<file path="src/rtl/midi_pkg.sv">
// midi_pkg: shared MIDI types, allocator state encodings and the top-octave
// frequency reference used by midi_freq_lut.
package midi_pkg;

  typedef logic [6:0]  note_t;
  typedef logic [6:0]  vel_t;
  typedef logic [23:0] freq_t;

  typedef enum logic [1:0] {
    IDLE,
    SCAN,
    COMMIT
  } alloc_state_t;

  typedef enum logic [1:0] {
    ACT_NONE,
    ACT_ALLOC,
    ACT_RELEASE,
    ACT_DROP
  } alloc_action_t;

  // Reference octave is MIDI octave 10 (notes 120..131); values carry 16 fraction bits.
  localparam int LUT_FRAC_W = 16;
  localparam int TOP_OCTAVE = 10;
  localparam int REF_W      = 40;

  // Frequency (Hz x1000, Q24.16) of pitch class pc in octave 10.
  function automatic logic [REF_W-1:0] octave_ref(input logic [3:0] pc);
    case (pc)
      4'd0:    return {24'd8372018,  16'd5873};
      4'd1:    return {24'd8869844,  16'd12534};
      4'd2:    return {24'd9397272,  16'd37576};
      4'd3:    return {24'd9956063,  16'd31399};
      4'd4:    return {24'd10548081, 16'd53819};
      4'd5:    return {24'd11175303, 16'd26598};
      4'd6:    return {24'd11839821, 16'd34523};
      4'd7:    return {24'd12543853, 16'd62352};
      4'd8:    return {24'd13289750, 16'd21139};
      4'd9:    return {24'd14080000, 16'd0};
      4'd10:   return {24'd14917240, 16'd24155};
      default: return {24'd15804265, 16'd41956};
    endcase
  endfunction

endpackage

</file>
<file path="src/rtl/midi_freq_lut.sv">
// midi_freq_lut: MIDI note number to frequency (Hz x1000), rounded to nearest.
// Each octave is the octave-10 reference halved, so only 12 constants are stored.
module midi_freq_lut
  import midi_pkg::*;
(
  input  note_t note,
  output freq_t freq
);

  logic [3:0]       octave;
  logic [3:0]       pitch;
  logic [4:0]       shift;
  logic [REF_W-1:0] ref_val;
  logic [REF_W-1:0] half;

  assign octave  = 4'(note / 7'd12);
  assign pitch   = 4'(note % 7'd12);
  assign ref_val = octave_ref(pitch);

  // Dropping the fraction bits and one halving per octave below 10 in a single shift.
  assign shift = 5'(LUT_FRAC_W + TOP_OCTAVE) - 5'(octave);
  assign half  = REF_W'(1) << (shift - 5'd1);
  assign freq  = freq_t'((ref_val + half) >> shift);

endmodule

</file>
<file path="src/rtl/midi_voice_alloc.sv">
// midi_voice_alloc: polyphonic voice allocator between the MIDI parser and the oscillators.
// Define MIDI_VOICE_STEAL_EN to steal the oldest voice when all are busy; otherwise the note-on is dropped.
module midi_voice_alloc
  import midi_pkg::*;
#(
  parameter int NUM_VOICES = 8,
  parameter int AGE_W      = 8
) (
  input  logic                          clk,
  input  logic                          rst,
  input  logic                          evt_valid,
  output logic                          evt_ready,
  input  logic                          evt_note_on,
  input  logic [6:0]                    evt_note,
  input  logic [6:0]                    evt_velocity,
  output logic                          upd_valid,
  output logic [$clog2(NUM_VOICES)-1:0] upd_voice,
  output logic [23:0]                   upd_freq_x1000,
  output logic [6:0]                    upd_velocity,
  output logic [NUM_VOICES-1:0]         voice_active,
  output logic                          evt_dropped
);

  localparam int VW = $clog2(NUM_VOICES);

  alloc_state_t  state, state_nxt;
  alloc_action_t act_nxt, act_q;
  logic [VW-1:0] tgt_nxt, tgt_q;

  logic  cap_on;
  note_t cap_note;
  vel_t  cap_vel;
  freq_t lut_freq;
  freq_t freq_q;

  note_t                  note_tab [NUM_VOICES];
  logic [AGE_W-1:0]       age_tab  [NUM_VOICES];
  logic [NUM_VOICES-1:0]  active;

  logic          match_found, free_found;
  logic [VW-1:0] match_idx, free_idx;
`ifdef MIDI_VOICE_STEAL_EN
  logic [VW-1:0]    oldest_idx;
  logic [AGE_W-1:0] oldest_age;
`endif

  midi_freq_lut u_lut (
    .note (cap_note),
    .freq (lut_freq)
  );

  // Downward scans leave the lowest matching index in place.
  always_comb begin
    // NOTE: every variable gets a default before any branch, so no latch is inferred.
    match_found = 1'b0;
    match_idx   = '0;
    free_found  = 1'b0;
    free_idx    = '0;
    for (int i = NUM_VOICES - 1; i >= 0; i--) begin
      if (active[i] && note_tab[i] == cap_note) begin
        match_found = 1'b1;
        match_idx   = VW'(i);
      end
      if (!active[i]) begin
        free_found = 1'b1;
        free_idx   = VW'(i);
      end
    end
`ifdef MIDI_VOICE_STEAL_EN
    // Strict compare on an upward scan: ties go to the lowest index.
    oldest_idx = '0;
    oldest_age = age_tab[0];
    for (int i = 1; i < NUM_VOICES; i++) begin
      if (age_tab[i] > oldest_age) begin
        oldest_age = age_tab[i];
        oldest_idx = VW'(i);
      end
    end
`endif
  end

  always_comb begin
    state_nxt = state;
    act_nxt   = ACT_NONE;
    tgt_nxt   = '0;
    evt_ready = (state == IDLE);
    case (state)
      IDLE: begin
        if (evt_valid) state_nxt = SCAN;
      end
      SCAN: begin
        state_nxt = COMMIT;
        if (!cap_on) begin
          if (match_found) begin
            act_nxt = ACT_RELEASE;
            tgt_nxt = match_idx;
          end
        end else if (match_found) begin
          act_nxt = ACT_ALLOC;
          tgt_nxt = match_idx;
        end else if (free_found) begin
          act_nxt = ACT_ALLOC;
          tgt_nxt = free_idx;
        end else begin
`ifdef MIDI_VOICE_STEAL_EN
          act_nxt = ACT_ALLOC;
          tgt_nxt = oldest_idx;
`else
          act_nxt = ACT_DROP;
`endif
        end
      end
      COMMIT:  state_nxt = IDLE;
      default: state_nxt = IDLE;
    endcase
  end

  always_ff @(posedge clk or posedge rst) begin
    if (rst) begin
      state    <= IDLE;
      cap_on   <= 1'b0;
      cap_note <= '0;
      cap_vel  <= '0;
      act_q    <= ACT_NONE;
      tgt_q    <= '0;
      freq_q   <= '0;
    end else begin
      // NOTE: sequential state is written with non-blocking assignments only.
      state <= state_nxt;
      if (evt_valid && evt_ready) begin
        // A note-on with zero velocity is a note-off.
        cap_on   <= evt_note_on && (evt_velocity != '0);
        cap_note <= evt_note;
        cap_vel  <= evt_velocity;
      end
      if (state == SCAN) begin
        act_q  <= act_nxt;
        tgt_q  <= tgt_nxt;
        freq_q <= lut_freq;
      end
    end
  end

  always_ff @(posedge clk or posedge rst) begin
    if (rst) begin
      // NOTE: the voice tables are small register arrays, so they are reset with everything else.
      active <= '0;
      for (int i = 0; i < NUM_VOICES; i++) begin
        note_tab[i] <= '0;
        age_tab[i]  <= '0;
      end
      upd_valid      <= 1'b0;
      upd_voice      <= '0;
      upd_freq_x1000 <= '0;
      upd_velocity   <= '0;
      evt_dropped    <= 1'b0;
    end else begin
      upd_valid   <= 1'b0;
      evt_dropped <= 1'b0;
      if (state == COMMIT) begin
        case (act_q)
          ACT_ALLOC: begin
            for (int i = 0; i < NUM_VOICES; i++) begin
              if (tgt_q == VW'(i)) begin
                active[i]   <= 1'b1;
                note_tab[i] <= cap_note;
                age_tab[i]  <= '0;
              end else if (active[i] && age_tab[i] != '1) begin
                age_tab[i] <= age_tab[i] + AGE_W'(1);
              end
            end
            upd_valid      <= 1'b1;
            upd_voice      <= tgt_q;
            upd_freq_x1000 <= freq_q;
            upd_velocity   <= cap_vel;
          end
          ACT_RELEASE: begin
            // Same note as stored, so the LUT result is the voice's last frequency.
            active[tgt_q]  <= 1'b0;
            upd_valid      <= 1'b1;
            upd_voice      <= tgt_q;
            upd_freq_x1000 <= freq_q;
            upd_velocity   <= '0;
          end
          ACT_DROP: evt_dropped <= 1'b1;
          default: ;
        endcase
      end
    end
  end

  assign voice_active = active;

endmodule
</file>
<file path="config.mk">
export PLATFORM = sky130hd
export DESIGN_NAME = midi_voice_alloc
export DESIGN_NICKNAME = d
export VERILOG_FILES = /design/src/rtl/midi_pkg.sv /design/src/rtl/midi_freq_lut.sv /design/src/rtl/midi_voice_alloc.sv
export SDC_FILE = /design/constraint.sdc
export NUM_CORES = 1
export LEC_CHECK = 0
export ABC_AREA = 0
export BUFFER_PORTS_ARGS = -buffer_cell sky130_fd_sc_hd__buf_2
export CAP_MARGIN = 20
export CORE_ASPECT_RATIO = 0.8
export CORE_MARGIN = 8
export CORE_UTILIZATION = 40
export DETAILED_ROUTE_END_ITERATION = 10
export GPL_ROUTABILITY_DRIVEN = 0
export PLACE_DENSITY = 0.63
export SLEW_MARGIN = 25
export SYNTH_ARGS = -nofsm -noshare
export SYNTH_HDL_FRONTEND = slang
export SYNTH_HIERARCHICAL = 1
export SYNTH_SLANG_ARGS = --single-unit
export TNS_END_PERCENT = 5
</file>
<file path="constraint.sdc">
create_clock -name clk -period 7.12 [get_ports clk]
set_clock_uncertainty 0.1 [all_clocks]
set_input_delay 0 -clock clk [delete_from_list [all_inputs] [get_ports clk]]
set_output_delay 0 -clock clk [all_outputs]
set_load 0.01 [all_outputs]
</file>
==> results.toml <==
[cells_and_area]
final_layout_size_suffix_gt1_share_pct = 17.2
area_growth_pct = 11.7
antenna_cells = 0
final_cell_area_um2 = 13600
finish.net_count = 1534
n_fill_cell = 2968

[die]
die_h_um = 172
die_area_um2 = 36200
rows = 57
start_util_pct = 40.3
die_x_um = 211
ios = 63
core_um2 = 30100

[worst_setup_path]
critPathLaunchType = "register"
path_class = "register to register"
cp_data_arrival_time_ns = 7.06
regToRegSetupSlack_ns = 0.27
path_max_fanout = 29
r2r-end = "freq_q[15]$_DFFE_PP0N_"
required_ns = 7.32
worstSetupEndpointType = "register"
reg2reg_depth = 25
rr_startpoint = "cap_note[5]$_DFFE_PP0P_"

[placement]
portBuffers = 62
placed_cell_area_um2 = 12800
dp.final_hpwl_um = 25500

[synth]
ys_async_sr_fraction_pct = 100
syn_nets = 1504
syn_inst = 1438
ys_types = 101
ys_warn_count = 6
ys_seq_area_share_pct = 30.1
synth_top_area_share_pct = 30.1
ys_ff_latch = 146
synth_area_um2 = 12100
ys_top_cells_by_area = "dfrtp_1 (30%), nand2_1 (8.9%), mux2_2 (7.1%), ha_1 (4.8%), xnor2_1 (4.2%)"
synth_edf_count = 0
synth_area_leader_cell = "dfrtp_1"
dominantRegCellSynth = "dfrtp_1"
yosysMostFrequentCell = "nand2_1"
syn_area_per_cell_um2 = 8.44
yosys-top-cells-count = "nand2_1 (289), dfrtp_1 (146), nor2_1 (87)"

[sta]
fin_crit_sh_pct = 96.3
setup_viol = 0
drv_slew = 0
rsz0062_at_grt = "yes"
period_needed_ns = 6.85
hold_violations = 0
fin_tns_setup_ns = 0
slew_headroom_pct = 36.5
fmax_mhz = 146
tightest_slew_ns = 0.953

[cts]
cts_tree = "done"
cts-buffers-inserted = 17
htree_levels = 4
cts-root-buf = "clkbuf_16"
cts.sinks = 146
insertion_delay_ns = 0.42
clock_path_buffers = 2
clkTransAtPathRegs_ns = 0.06

[route]
firstDrtPassIters = 5
wl_per_cell_um = 18.4
antenna_left = 0
num_vias = 11000
route.detailed.drc = 0
drt-total-wl_um = 34800
via_per_inst = 5.83
first_iter_violations = 1025

[flow_run]
cap_violations = 0

[grt]
grt_pass1_vias = 10300
grt_antenna_before_repair = 0
grt-ovfl-total = 0
grt_pass1_wl_um = 56000
grt_use_total_pct = 18.9
grt_max_degree = 83

[worst_hold_path]
min_path_type = "input port to asynchronous set/reset pin"

[outcome]
status = "finished, final reports clean"
cells in the final DEF, fill, tap and decap left out, types with 12 or more instances in the layout:
cell type | synthesis | layout
nor3_1 | 16 | 16
buf_4 | 5 | 30
dfrtp_1 | 146 | 146
a21oi_1 | 85 | 84
mux2i_1 | 46 | 46
buf_2 | 22 | 62
nor4_1 | 13 | 13
o211ai_1 | 20 | 20
a21o_1 | 14 | 14
nand4_1 | 19 | 19
o21a_1 | 16 | 16
clkbuf_16 | 0 | 17
ha_1 | 47 | 47
nand2_1 | 289 | 289
nor2_1 | 87 | 87
a31oi_1 | 12 | 12
o21ai_0 | 68 | 68
nand3b_1 | 12 | 12
a211oi_1 | 15 | 14
inv_1 | 25 | 23
mux2_2 | 76 | 76
dlygate4sd3_1 | 0 | 16
xnor2_1 | 58 | 56
xor2_1 | 41 | 40
and2_1 | 26 | 26
nand3_1 | 19 | 19
flip-flops by register name, indices dropped and copies added (netlist names), 2 cells and up:
| register | count |
|---|---|
| upd_freq_x1000 | 24 |
| upd_velocity | 7 |
| cap_vel | 7 |
| freq_q | 24 |
| note_tab | 56 |
| state | 2 |
| cap_note | 7 |
| upd_voice | 3 |
| voice_active | 8 |
| act_q | 2 |
| tgt_q | 3 |
per-stage QoR:
step	instances	setup slack [ns]	utilization [%]	hold WS [ns]
after CTS	1893	0.172	44.9	0.117
after detailed placement	1845	0.217	42.4	0.0218
after global routing	1894	-0.0519	45.0	0.176
after floorplan	1438	0.194	-	0.0385
final	1894	0.267	45.0	0.115
after global placement	1845	0.351	42.4	0.0220
cells by family (layout without fill, tap and decap cells):
| family | count (synthesis) | count (layout) | synth area share, % |
|---|---|---|---|
| mux | 133 | 133 | 12.7 |
| fa+ha+maj | 48 | 48 | 5.01 |
| buf+inv | 127 | 170 | 4.95 |
| simple gates | 543 | 543 | 20.8 |
| xor+xnor | 101 | 101 | 7.41 |
| compound gates | 340 | 340 | 19.0 |
| flops | 146 | 146 | 30.1 |
routing by layer:
metal  vias up  GRT usage [%]  share of wire, %
li1       5233              -                 -
met2       413           28.1                43
met3        46           3.57               7.2
met5         -              0                 0
met1      5349           27.8                48
met4         0           5.01               1.9
what timing repair did:
| action | CTS | global route |
|---|---|---|
| endpoints found under the setup margin | 0 | 24 |
| gates resized for setup | 0 | 7 |
| hold buffers | 16 | 0 |
| hold endpoints to repair | 79 | 0 |
| setup buffers | 0 | 1 |
area by class of cell:
class                           instances  area (µm²)  share of cell area, %
Sequential cell                       146        3650                   27.0
Clock inverter                         14         155                   1.14
Tap cell                              413         517                   3.81
Timing Repair Buffer                  110         718                   5.30
Inverter                               28         110                  0.812
Multi-Input combinational cell       1165        7960                   58.7
Clock buffer                           18         439                   3.24
worst max-delay path by stage:
stage                            startpoint  slack, ns                      to  cells after the start
finish              cap_note[5]$_DFFE_PP0P_       0.27  freq_q[15]$_DFFE_PP0N_                     25
global route        cap_note[4]$_DFFE_PP0P_      -0.05  freq_q[15]$_DFFE_PP0N_                     24
CTS                 cap_note[4]$_DFFE_PP0P_       0.17  freq_q[10]$_DFFE_PP0N_                     24
detailed placement  cap_note[4]$_DFFE_PP0P_       0.22  freq_q[10]$_DFFE_PP0N_                     24
global placement    cap_note[4]$_DFFE_PP0P_       0.35  freq_q[10]$_DFFE_PP0N_                     25
floorplan           cap_note[4]$_DFFE_PP0P_       0.19  freq_q[15]$_DFFE_PP0N_                     32
critical path, stage by stage, from the launching register on:
cell and delay, ns:
dfrtp_1 0.43, buf_4 0.33, nor3b_1 0.32, a221o_1 0.29
inv_1 0.13, ha_1 0.22, a21oi_1 0.12, buf_4 0.18
xnor2_2 0.16, nor4_1 0.56, and2_1 0.21, ha_1 0.22
fa_1 0.26, a211oi_1 0.12, o211ai_1 0.38, nand3_1 0.35
a211oi_2 0.43, o211ai_1 0.14, or4b_4 0.56, xnor2_2 0.17
mux2_4 0.30, o21a_1 0.22, o32ai_1 0.31, a21oi_1 0.07
nand2_1 0.06, nand2_1 0.06
Power is left out: the tool's default activity adds up to more than one toggle a clock period on the data nets, which glitch-free logic cannot reach.
